### src/rtl/pc_unit.sv
// rtl/pc_unit.sv - registered PC with ID-stage branch/halt resolution (optional PC_BR_CNT_EN taken counter)
module pc_unit #(
    parameter int              PC_W        = 16,
    parameter int              OFF_W       = 9,
    parameter int              INSTR_BYTES = 2,
    parameter logic [PC_W-1:0] RESET_VEC   = '0,
    parameter int              HALT_DRAIN  = 4
) (
    input  logic             clk,
    input  logic             rst_n,
    input  logic             stall,
    input  logic             id_valid,
    input  logic [3:0]       id_op,
    input  logic [PC_W-1:0]  id_pc,
    input  logic [OFF_W-1:0] id_offset,
    input  logic [2:0]       id_cond,
    input  logic [2:0]       id_flags,
    input  logic [PC_W-1:0]  id_reg_data,
    output logic [PC_W-1:0]  pc,
    output logic             flush,
    output logic             halted,
    output logic [15:0]      br_taken_cnt
);

    localparam logic [3:0] OP_B   = 4'hC;
    localparam logic [3:0] OP_BR  = 4'hD;
    localparam logic [3:0] OP_HLT = 4'hF;
    localparam int CNT_W = (HALT_DRAIN > 1) ? $clog2(HALT_DRAIN) : 1;
    localparam int EXT_W = (PC_W > OFF_W + 1) ? PC_W : OFF_W + 1;

    typedef enum logic [1:0] {S_RUN, S_DRAIN, S_HALTED} state_t;

    state_t            state, state_nx;
    logic [PC_W-1:0]   pc_q, pc_nx;
    logic [CNT_W-1:0]  cnt_q, cnt_nx;
    logic              halted_q;
    logic              cond_ok;
    logic              live;
    logic              b_taken, br_taken, hlt_take;
    logic [EXT_W-1:0]  off_ext;
    logic [PC_W-1:0]   b_target, br_target;

    // flags are {N,V,Z}
    always_comb begin
        cond_ok = 1'b0;
        case (id_cond)
            3'b000: cond_ok = ~id_flags[0];
            3'b001: cond_ok = id_flags[0];
            3'b010: cond_ok = ~id_flags[0] & ~id_flags[2];
            3'b011: cond_ok = id_flags[2];
            3'b100: cond_ok = id_flags[0] | ~id_flags[2];
            3'b101: cond_ok = id_flags[2] | id_flags[0];
            3'b110: cond_ok = id_flags[1];
            default: cond_ok = 1'b1;
        endcase
    end

    assign live     = rst_n & (state == S_RUN) & ~stall & id_valid;
    assign b_taken  = live & (id_op == OP_B) & cond_ok;
    assign br_taken = live & (id_op == OP_BR) & cond_ok;
    assign hlt_take = live & (id_op == OP_HLT);
    assign flush    = b_taken | br_taken | hlt_take;

    // Offset is a word count: sign-extend, then scale to bytes; bits above PC_W fall away.
    assign off_ext   = EXT_W'($signed(id_offset)) << 1;
    assign b_target  = id_pc + PC_W'(INSTR_BYTES) + off_ext[PC_W-1:0];
    assign br_target = {id_reg_data[PC_W-1:1], 1'b0};

    always_comb begin
        state_nx = state;
        pc_nx    = pc_q;
        cnt_nx   = cnt_q;
        case (state)
            S_RUN: begin
                if (!stall) begin
                    if (b_taken) begin
                        pc_nx = b_target;
                    end else if (br_taken) begin
                        pc_nx = br_target;
                    end else if (hlt_take) begin
                        pc_nx    = id_pc;
                        cnt_nx   = CNT_W'(HALT_DRAIN - 1);
                        state_nx = S_DRAIN;
                    end else begin
                        pc_nx = pc_q + PC_W'(INSTR_BYTES);
                    end
                end
            end
            S_DRAIN: begin
                if (cnt_q == '0) begin
                    state_nx = S_HALTED;
                end else begin
                    cnt_nx = cnt_q - CNT_W'(1);
                end
            end
            default: ;
        endcase
    end

    always_ff @(posedge clk) begin
        if (!rst_n) begin
            state    <= S_RUN;
            pc_q     <= RESET_VEC;
            cnt_q    <= '0;
            halted_q <= 1'b0;
        end else begin
            state    <= state_nx;
            pc_q     <= pc_nx;
            cnt_q    <= cnt_nx;
            halted_q <= (state_nx == S_HALTED);
        end
    end

    assign pc     = pc_q;
    assign halted = halted_q;

`ifdef PC_BR_CNT_EN
    logic [15:0] br_cnt_q;

    always_ff @(posedge clk) begin
        if (!rst_n) begin
            br_cnt_q <= '0;
        end else if ((b_taken | br_taken) && br_cnt_q != 16'hFFFF) begin
            br_cnt_q <= br_cnt_q + 16'd1;
        end
    end

    assign br_taken_cnt = br_cnt_q;
`else
    assign br_taken_cnt = 16'h0000;
`endif

endmodule

### config.mk
export PLATFORM = sky130hd
export DESIGN_NAME = pc_unit
export DESIGN_NICKNAME = d
export VERILOG_FILES = /design/src/rtl/pc_unit.sv
export SDC_FILE = /design/constraint.sdc
export NUM_CORES = 1
export LEC_CHECK = 0
export ABC_AREA = 1
export CAP_MARGIN = 20
export CORE_ASPECT_RATIO = 1.5
export CORE_MARGIN = 2
export CORE_UTILIZATION = 45
export DETAILED_ROUTE_END_ITERATION = 10
export MAX_ROUTING_LAYER = met4
export PLACE_DENSITY = 0.88
export RECOVER_POWER = 100
export SYNTH_ARGS = -nofsm -noshare
export SYNTH_HDL_FRONTEND = slang
export SYNTH_SLANG_ARGS = --single-unit
export TNS_END_PERCENT = 10
### constraint.sdc
create_clock -name clk -period 3.3 [get_ports clk]
set_input_delay 0.99 -clock clk [delete_from_list [all_inputs] [get_ports clk]]
set_output_delay 0.99 -clock clk [all_outputs]
set_load 0.02 [all_outputs]
After elaboration in Yosys (flattened, before gate mapping)
Index checks and enable logic that the tools add are counted.

Add/sub/neg operators: 4. Multipliers: 0. Div/mod/pow operators: 0. Magnitude comparators: 0. Equal/unequal tests: 16. Shift-type cells: 0. Muxes and demuxes: 16. Bitwise logic cells: 16. Reductions and logical operators: 6.

Operators by type and width (number): 16-bit 2-to-1 mux (3); 16-bit by 2-bit adder with 16-bit output (second input constant) (2); 2-bit 2-to-1 mux (10); 16-bit adder (1); 4-bit equality test (second input constant) (3); 2-bit inequality test (second input constant) (5); 1-bit AND (9); 3-bit equality test (second input constant) (3); 2-bit one-hot mux with 2 select lines (2); 1-bit one-hot mux with 7 select lines (1); 3-bit by 2-bit equality test with 1-bit output (second input constant) (2); 6-bit AND reduction (1); 2-bit logical NOT (2); 1-bit bitwise OR (4); 3-bit by 1-bit equality test with 1-bit output (second input constant) (1); 3-bit logical NOT (1); 1-bit inverter (3); 2-bit by 1-bit equality test with 1-bit output (second input constant) (1); 2-bit equality test (second input constant) (1); 2-bit AND reduction (1); 2-bit nonzero test (1); 2-bit by 1-bit subtractor with 2-bit output (second input constant) (1).

Register bits after elaboration: 21. Bits in latches: 0. RAM bits: 0. Bits in read-only memories: 0. Input bits: 55. Output and inout port bits: 34. Memories: 0.

Depth between registers and ports, before layout
Gate-level depths: netlist of run 1.

Depth in word-level cells: 11. Depth in mapped cells: 15. Gate-level depth less buffers: 15.

Least setup slack after synthesis of run 1
Ideal clock, no wire load.

Path kind: input-to-output. From: input id_valid. To: output flush. Arrival: 1.784 ns. Required time: 2.310 ns. Setup slack: 0.526 ns. Cell stages on the path: 7. Buffers on the path: 1. Cells stage by stage: nand2_1 -> inv_2 -> nand3_2 -> inv_1 -> nand2_4 -> buf_6 -> nand2_1.

Word-level cells in the longest chain between the ends: 5. Elaborated cells on any way between the ends: 8.

Ends and longest elaborated chain: start: declaration (RTL line 12) `input logic id_valid,`; 1-bit AND * (RTL line 58) `assign live = rst_n & (state == S_RUN) & ~stall & id_valid;`; 1-bit AND (on tied branches) (2 in a row) (RTL line 59, 60); 1-bit bitwise OR (RTL line 62) `assign flush = b_taken | br_taken | hlt_take;`; 1-bit bitwise OR * (RTL line 62); end: declaration (RTL line 20) `output logic flush,`.

Every way passes the cells marked *; elsewhere a longest branch is shown, timed or not.

Worst setup path in the final report of run 1
From: input id_op[1]. To: output flush.

Word-level cells in the longest chain between the ends: 5. Elaborated cells on any way between the ends: 10.

Ends and longest elaborated chain: start: declaration (RTL line 13) `input logic [3:0] id_op,`; 4-bit equality test (on tied branches) (RTL line 59, 60); 1-bit AND (on tied branches) (2 in a row) (RTL line 59, 60); 1-bit bitwise OR (RTL line 62); 1-bit bitwise OR * (RTL line 62).

Marks and branches as above.

==> flow_summary_export.csv, run 1 <==
group,metric,value,unit
critical_path,required,2.31,ns
route,drtAntennaViolNets,0,
cells_and_area,fin_area,0.00378,mm^2
synthesis,syn_avg_cell_area,5.86,um^2
die,die_h,103,um
synthesis,synth-async-reset-ratio,0,
synthesis,synth.distinct_cells,32,
clock_network,worst_skew_pair.late_latency,0.27,ns
timing,hold_viol,0,
placement,dpl-instance-area,0.00374,mm^2
clock_network,clk_pin_slew,0.08,ns
power_and_ir_drop,power_per_cell_area,241,mW/mm^2
route,drtIter0Drc,276,
timing,slew_violations,0,
die,floorplan.initialDensity,0.458,
synthesis,synth_area_leader_cell,"nand2_1",
global_route,grt_start_max_net_pins,18,
global_route,antenna_found_initial,0,
placement,dpl.hpwl,7510,um
die,chipWidth,69.9,um
clock_network,numCtsBuffers,3,
critical_path,crit_path_max_fanout,4,
route,post-route-drc-count,0,
global_route,grt_first_pass_wirelength,14400,um
timing,worst_slew_margin_rel,0.423,
synthesis,ys_dominant_reg_cell,"dfxtp_1",
synthesis,synth-seq-cells,21,
synthesis,synthesis.instances,500,
synthesis,share_of_yosys_cell_area_claimed_by_the_top_area_cell_type,0.190,
synthesis,yosysWarnings,0,
critical_path,critical_path_class,"input pin to output port",
critical_path,cp.arrival,2.25,ns
global_route,number_of_global_route_vias_before_repair,3266,
placement,gp_congestion,0.919,
clock_network,cts-root-buf,"clkbuf_8",
clock_network,hold_buffers,0,
placement,place.port_buffers,71,
synthesis,synth-edff-count,0,
timing,setup_viol,0,
cells_and_area,utilization_of_the_core_after_routing,0.591,
timing,finClkSkew,0.00761,ns
die,rows,36,
route,firstDrtPassIters,5,
die,fp.coreArea,0.00640,mm^2
global_route,grt_overflow,0,
cells_and_area,layout_common_cells,"148 x nand2_1, 64 x inv_1, 63 x nand3_1",
clock_network,clock_path_buffers,2,
critical_path,start_kind,"input pin",
die,floorplan.die_area,0.00719,mm^2
min_path,hold_crit_class,"flop to flop",
clock_network,tritoncts_num_sinks,21,
cells_and_area,antennaDiodeCount,0,
cells_and_area,fillers,645,
cells_and_area,final_layout_size_suffix_gt1_frac,0.0632,
cells_and_area,area_delta_synth_final,28.9,%
timing,rsz0062_at_grt,"no",
cells_and_area,commonest_non_fill_non_tap_cell_in_the_layout,"nand2_1",
synthesis,netlist_top_cells_area,"nand2_1 19%, dfxtp_1 14%, ha_1 12%",
power_and_ir_drop,max-vdd-ir-drop,0.000133,V
route,wl_per_cell,13.4,um
die,io_pins,89,
route,detailroute.via_count,3558,
timing,max_slew.worst_pin.slew,0.866,ns
synthesis,synth-seq-area-share,0.143,
clock_network,ctsHtreeMaxLevel,1,
critical_path,critPathCaptureType,"output port",
cells_and_area,layout.nets,671,
timing,min_period,3.24,ns
clock_network,tritoncts_clock_tree,"done",
synthesis,synth.cell_area,0.00293,mm^2
route,routed_wl,8870,um
timing,min_period_over_period,0.983,
global_route,grt_util_all_layers,0.249,
job,timing.max_cap.violations,0,
timing,clock.fmax,0.308,GHz
power_and_ir_drop,cellLeakagePower,1.94,nW
outcome,run_status,"finished clean",
route,post_drt_via_cell_ratio,5.38,
timing,setup-tns-final,0,ns
[area by class of cell]
type	count	area (um^2)	area share
repair buffers	88	826	0.219
multi-input cells	404	2140	0.565
flip-flops and latches	21	420	0.111
well taps	76	95.1	0.0252
inverters	68	255	0.0676
clock buffers	4	45.0	0.0119
[synthesized netlist by cell type, types with 2 or more instances]
master and number:
buf_6 3, o21ai_0 14, nor2_2 3, xnor2_1 2, nand4_1 14, nor3_1 3, nand3b_1 3, clkbuf_1 2
a21oi_1 32, dfxtp_1 21, nand2_2 2, xor2_1 7, inv_1 64, a31oi_1 3, ha_1 29, nor2_4 3
inv_2 3, nand3_2 3, o211ai_1 2, o2111ai_1 2, nor2_1 50, nand2_1 148, nand3_1 63, buf_4 16
[metrics by stage]
stage          total power, W  setup slack (ns)  instances  hold slack [ns]
3_5_place_dp         0.000741            -0.380        657            0.482
5_1_grt              0.000972           0.00259        661            0.537
3_3_place_gp         0.000725            -0.353        657            0.474
2_1_floorplan        0.000577             0.526        515            0.467
4_1_cts              0.000912            0.0683        661            0.505
6_report             0.000911            0.0577        661            0.500
[path summary, 6_finish.rpt]
kind         depth (start not counted)  slack, ns                  to           startpoint
max                                  7       0.06               flush             id_op[1]
min                                  2       0.50  pc[0]$_SDFFE_PN0P_   pc[0]$_SDFFE_PN0P_
max reg2reg                          9       1.21   halted$_SDFF_PN0_  state[0]$_SDFF_PN0_
min reg2reg                          2       0.50  pc[0]$_SDFFE_PN0P_   pc[0]$_SDFFE_PN0P_
[critical path: stages]
cell and delay (ns):
clkdlybuf4s50_1 0.43, inv_1 0.16, nand2_1 0.13, nor2_4 0.15, nand3_4 0.08, nand2_1 0.12
buf_2 0.19
[sequential cells by signal, indices dropped and copies added, names as in the netlist]
register,cells
pc,16
cnt_q,2
state,2
halted,1
[layer usage]
layer / wire length [um] / up-vias / share of wire / track usage
met3: 541 / 25 / 0.061 / 0.0244
li1: - / 1767 / - / -
met5: 0 / - / 0 / -
met2: 4720 / 160 / 0.53 / 0.478
met4: 293 / 0 / 0.033 / 0.101
met1: 3310 / 1606 / 0.37 / 0.261
[power breakdown]
part	internal (W)	switching, W	total [W]
Clock	0.0000863	0.0000874	0.000174
Sequential	0.000267	0.0000189	0.000286
Combinational	0.000189	0.000262	0.000451
[cells by family after synthesis]
family | after synthesis | share of synthesized area
compound gates | 54 | 0.0977
xor+xnor | 9 | 0.0269
fa+ha+maj | 30 | 0.131
buf+inv | 90 | 0.149
flops | 21 | 0.143
other cells | 1 | 0.00128
simple gates | 295 | 0.452
[repair_timing]
action / 4_1_cts / 5_1_grt
setup buffers: 0 / 0
gates resized for setup: 5 / 0
setup endpoints to repair: 1 / 0
No activity file was read; power rests on OpenSTA's default activity.
==> run 2, diff against run 1 <==
--- a/config.mk
+++ b/config.mk
@@ -9,10 +9,10 @@
 export CAP_MARGIN = 20
 export CORE_ASPECT_RATIO = 1.5
 export CORE_MARGIN = 2
-export CORE_UTILIZATION = 45
+export CORE_UTILIZATION = 48
 export DETAILED_ROUTE_END_ITERATION = 10
 export MAX_ROUTING_LAYER = met4
-export PLACE_DENSITY = 0.88
+export PLACE_DENSITY = 0.79
 export RECOVER_POWER = 100
 export SYNTH_ARGS = -nofsm -noshare
 export SYNTH_HDL_FRONTEND = slang
==> run 2 against run 1 <==
- sequential cell count did not move
- critical path type unchanged
- clock power barely moved
- first-iteration DRC count fell by 42%
- die area fell by 5.9%
- global-route usage rose by 1.8 points
- clock skew fell by 0.0045 ns
- largest cell class unchanged
- non-clock buffer count rose by 1
- via count fell by 3.2%
- sequential share of layout area barely moved
==> flow_summary_export.csv, run 2 (synthesized netlist as in run 1, its figures left out) <==
group,metric,value,unit
outcome,run_status,"finished clean",
route,wl_per_cell,13.0,um
route,drtAntennaViolNets,0,
placement,place.port_buffers,71,
critical_path,critPathCaptureType,"output port",
critical_path,required,2.31,ns
route,firstDrtPassIters,7,
clock_network,numCtsBuffers,3,
clock_network,cts-root-buf,"clkbuf_8",
timing,min_period,3.23,ns
die,chipWidth,67.8,um
clock_network,clk_pin_slew,0.08,ns
power_and_ir_drop,power_per_cell_area,239,mW/mm^2
cells_and_area,commonest_non_fill_non_tap_cell_in_the_layout,"nand2_1",
die,die_h,99.7,um
timing,max_slew.worst_pin.slew,0.900,ns
route,post-route-drc-count,0,
min_path,hold_crit_class,"flop to flop",
cells_and_area,area_delta_synth_final,29.0,%
timing,clock.fmax,0.310,GHz
timing,setup_viol,0,
global_route,grt_start_max_net_pins,18,
global_route,number_of_global_route_vias_before_repair,3230,
timing,final.hold.worst_slack,0.488,ns
global_route,antenna_found_initial,0,
clock_network,tritoncts_clock_tree,"done",
die,floorplan.die_area,0.00676,mm^2
power_and_ir_drop,max-vdd-ir-drop,0.000138,V
global_route,groute.layer.met1.usage,0.302,
placement,gp_congestion,0.917,
clock_network,tritoncts_num_sinks,21,
critical_path,critical_path_class,"input pin to output port",
timing,hold_viol,0,
cells_and_area,largest_register_ff_count,16,
global_route,grt_first_pass_wirelength,13800,um
route,routed_wl,8550,um
placement,dpl.hpwl,7200,um
cells_and_area,final_layout_size_suffix_gt1_frac,0.0683,
cells_and_area,layout.nets,672,
global_route,met3_usage,0.0158,
power_and_ir_drop,cellLeakagePower,1.94,nW
timing,finClkSkew,0.00309,ns
timing,worst_slew_margin_rel,0.400,
die,floorplan.initialDensity,0.499,
timing,slew_violations,0,
cells_and_area,sequential_cell_area,420,um^2
critical_path,cp.arrival,2.24,ns
clock_network,hold_buffers,0,
job,timing.max_cap.violations,0,
die,fp.coreArea,0.00587,mm^2
clock_network,clock_path_buffers,2,
global_route,grt_overflow,0,
cells_and_area,fillers,597,
route,detailroute.via_count,3443,
cells_and_area,layout_common_cells,"148 x nand2_1, 63 x inv_1, 63 x nand3_1",
cells_and_area,multiInputGateArea,0.00214,mm^2
critical_path,crit_path_max_fanout,4,
global_route,grt_peak_use_layer,"met2",
clock_network,worst_skew_pair.late_latency,0.26,ns
cells_and_area,antennaDiodeCount,0,
route,drtIter0Drc,161,
global_route,grt_util_all_layers,0.267,
power_and_ir_drop,post-layout-total-power,0.000905,W
route,post_drt_via_cell_ratio,5.23,
global_route,grtUsageMet2,0.481,
die,io_pins,89,
timing,min_period_over_period,0.978,
clock_network,ctsHtreeMaxLevel,1,
critical_path,start_kind,"input pin",
die,rows,34,
timing,rsz0062_at_grt,"no",
## run 2: cell types whose count changed in the layout (fill, tap and decap cells not counted)
| cell | before | now |
|---|---|---|
| buf_4 | 15 | 16 |
| clkinv_2 | 0 | 1 |
| inv_1 | 64 | 63 |
| inv_2 | 3 | 4 |
| clkbuf_1 | 3 | 2 |
## run 2: what timing repair did
action                                  in CTS  in global routing
gates resized for setup                      6                  0
endpoints found under the setup margin       1                  0
setup buffers                                0                  0
## run 2: power by group
group / total, W / internal (W) / switching, W
clock: 0.000171 / 0.0000841 / 0.0000867
sequential: 0.000285 / 0.000267 / 0.0000184
combinational: 0.000449 / 0.000191 / 0.000258
total: 0.000905 / 0.000542 / 0.000363
## run 2: worst paths after layout
check / slack [ns] / endpoint / cells past startpoint / startpoint
min: 0.49 / pc[0]$_SDFFE_PN0P_ / 2 / pc[0]$_SDFFE_PN0P_
max reg2reg: 1.20 / pc[10]$_SDFFE_PN0P_ / 9 / state[0]$_SDFF_PN0_
max: 0.07 / flush / 8 / id_cond[1]
min reg2reg: 0.49 / pc[0]$_SDFFE_PN0P_ / 2 / pc[0]$_SDFFE_PN0P_
## run 2: metrics by stage
stage | TNS [ns] | instance area (um^2) | setup WS, ns | std cells | utilization
2_1_floorplan | 0 | 2990 | 0.526 | 515 | -
3_3_place_gp | -0.356 | 3740 | -0.356 | 654 | 0.638
3_5_place_dp | -0.362 | 3740 | -0.362 | 654 | 0.638
4_1_cts | 0 | 3790 | 0.0868 | 658 | 0.645
5_1_grt | 0 | 3780 | 0.00764 | 658 | 0.644
6_report | 0 | 3780 | 0.0710 | 658 | 0.644
## run 2: per-layer routing
| metal | vias up | share of wire |
|---|---|---|
| met5 | - | 0 |
| met4 | 0 | 0.029 |
| met3 | 24 | 0.046 |
| met2 | 117 | 0.52 |
| met1 | 1528 | 0.40 |
| li1 | 1774 | - |
## run 2: area by class of cell
type / count / area share
Inverter: 68 / 0.0675
Clock buffer: 3 / 0.0109
Sequential cell: 21 / 0.111
Clock inverter: 1 / 0.00132
Multi-Input combinational cell: 404 / 0.565
Tap cell: 72 / 0.0238
Timing Repair Buffer: 89 / 0.220
## run 2: worst max-delay path, cell delays in order
cell,delay [ns]
clkdlybuf4s50_1,0.46
nand2_1,0.13
nand2_1,0.07
nor2_1,0.14
nand2_2,0.10
nand3_4,0.08
nand2_1,0.09
buf_2,0.18
==> run 3, diff against run 2 <==
--- a/config.mk
+++ b/config.mk
@@ -14,6 +14,7 @@
 export MAX_ROUTING_LAYER = met4
 export PLACE_DENSITY = 0.79
 export RECOVER_POWER = 100
+export SETUP_SLACK_MARGIN = 0.5
 export SYNTH_ARGS = -nofsm -noshare
 export SYNTH_HDL_FRONTEND = slang
 export SYNTH_SLANG_ARGS = --single-unit
==> run 3 against run 2 <==
- count of clock-buffer cells in the layout stayed put
- register-to-register slack worse by 0.08 ns
- sequential cell count stayed put
- fmax is 10% higher
- total power is 8.7% higher
- sequential share of layout area is 0.92 points lower
- worst hold slack hardly changed
==> flow_summary_export.csv, run 3 (synthesized netlist as in run 1, its figures left out) <==
group,metric,value,unit
outcome,run_status,"finished clean",
timing,finClkSkew,0.00432,ns
cells_and_area,fin_area,0.00412,mm^2
min_path,hold_crit_class,"flop to flop",
global_route,grt_overflow,0,
timing,hold_viol,0,
critical_path,start_kind,"input pin",
critical_path,start_of_the_worst_register_to_register_path,"state[0]$_SDFF_PN0_",
route,drtIter0Drc,223,
critical_path,critPathCaptureType,"output port",
critical_path,r2r_cells,11,
global_route,antenna_found_initial,0,
timing,rsz0062_at_grt,"yes",
route,routed_wl,9120,um
timing,worst_slew_margin_rel,0.409,
placement,gp_congestion,0.917,
route,post_drt_via_cell_ratio,5.28,
clock_network,ctsHtreeMaxLevel,1,
critical_path,startpoint,"id_op[3]",
critical_path,cp.arrival,1.94,ns
route,drtAntennaViolNets,0,
clock_network,tritoncts_num_sinks,21,
die,floorplan.initialDensity,0.499,
route,firstDrtPassIters,6,
route,detailroute.via_count,3509,
critical_path,regToRegSetupSlack,1.12,ns
min_path,hold_path.startpoint,"pc[0]$_SDFFE_PN0P_",
power_and_ir_drop,power_per_cell_area,239,mW/mm^2
global_route,grt_first_pass_wirelength,14400,um
clock_network,cts-root-buf,"clkbuf_8",
job,timing.max_cap.violations,0,
global_route,grt_start_max_net_pins,18,
timing,clock.fmax,0.341,GHz
cells_and_area,antennaDiodeCount,0,
cells_and_area,layout_common_cells,"140 x nand2_1, 60 x inv_1, 59 x nand3_1",
global_route,number_of_global_route_vias_before_repair,3323,
global_route,grt_util_all_layers,0.279,
clock_network,clock_path_buffers,2,
timing,min_period,2.93,ns
cells_and_area,commonest_non_fill_non_tap_cell_in_the_layout,"nand2_1",
die,rows,34,
die,floorplan.die_area,0.00676,mm^2
cells_and_area,layout.nets,679,
critical_path,critical_path_class,"input pin to output port",
die,die_h,99.7,um
timing,max_slew.worst_pin.slew,0.886,ns
critical_path,required,2.31,ns
cells_and_area,area_delta_synth_final,40.6,%
timing,min_period_over_period,0.889,
timing,slew_violations,0,
placement,dpl-instance-area,0.00374,mm^2
timing,timing.final.ws_setup,0.367,ns
cells_and_area,final_layout_size_suffix_gt1_frac,0.167,
placement,place.port_buffers,71,
cells_and_area,largest_register_ff_count,16,
die,io_pins,89,
cells_and_area,fillers,520,
timing,setup_viol,0,
power_and_ir_drop,cellLeakagePower,2.03,nW
die,fp.coreArea,0.00587,mm^2
die,chipWidth,67.8,um
placement,detailedPlace.worstSlack,-0.362,ns
critical_path,rr_endpoint,"pc[6]$_SDFFE_PN0P_",
placement,dpl.hpwl,7200,um
critical_path,crit_end,"flush",
power_and_ir_drop,max-vdd-ir-drop,0.000149,V
clock_network,worst_skew_pair.late_latency,0.27,ns
clock_network,clk_pin_slew,0.08,ns
clock_network,numCtsBuffers,3,
route,wl_per_cell,13.7,um
route,post-route-drc-count,0,
critical_path,crit_path_max_fanout,2,
clock_network,tritoncts_clock_tree,"done",
[run 3: cell type report]
class	count	area (um^2)	share of cell area
clock inverter	1	5.00	0.00121
multi-input combinational	404	2440	0.592
tap	72	90.1	0.0219
sequential	21	420	0.102
inverter	68	255	0.0619
clock buffer	3	41.3	0.0100
timing repair buffer	96	868	0.211
[run 3: timing repair]
action	4_1_cts	5_1_grt
pin swaps	18	21
setup endpoints to repair	9	11
buffers inserted	6	1
hold buffers	0	0
resized for setup	62	48
[run 3: stage by stage]
step                      power (W)  utilization  instances  setup TNS, ns  hold WS (ns)
after global placement     0.000731        0.638        654         -0.356         0.467
after floorplan            0.000577            -        515              0         0.467
final                      0.000984        0.702        665              0         0.487
after global routing        0.00104        0.702        665              0         0.535
after detailed placement   0.000740        0.638        654         -0.362         0.479
after CTS                  0.000936        0.671        664              0         0.490
[run 3: worst min-delay path by stage]
stage / cells past startpoint / to / slack (ns)
after floorplan: 2 / cnt_q[1]$_SDFFE_PN0P_ / 0.47
after global placement: 2 / pc[0]$_SDFFE_PN0P_ / 0.47
after detailed placement: 2 / pc[0]$_SDFFE_PN0P_ / 0.48
after CTS: 2 / pc[0]$_SDFFE_PN0P_ / 0.49
after global routing: 2 / pc[0]$_SDFFE_PN0P_ / 0.54
final: 2 / pc[0]$_SDFFE_PN0P_ / 0.49
[run 3: routing by layer]
metal,routed length (um),track usage
met1,3550,0.311
met2,4850,0.510
met3,475,0.0192
met4,238,0.0877
met5,0,-
[run 3: critical path, cell delays in order]
cell and delay (ns):
clkdlybuf4s25_1 0.23, nand2_1 0.08, clkbuf_1 0.15, nor3_4 0.14, nand2_1 0.14, nand2_4 0.09
buf_6 0.11
[run 3: power breakdown]
part           switching [W]  leakage, nW  internal [W]
logic               0.000294         1.83      0.000231
registers          0.0000183        0.172      0.000267
clock network      0.0000895       0.0255     0.0000843
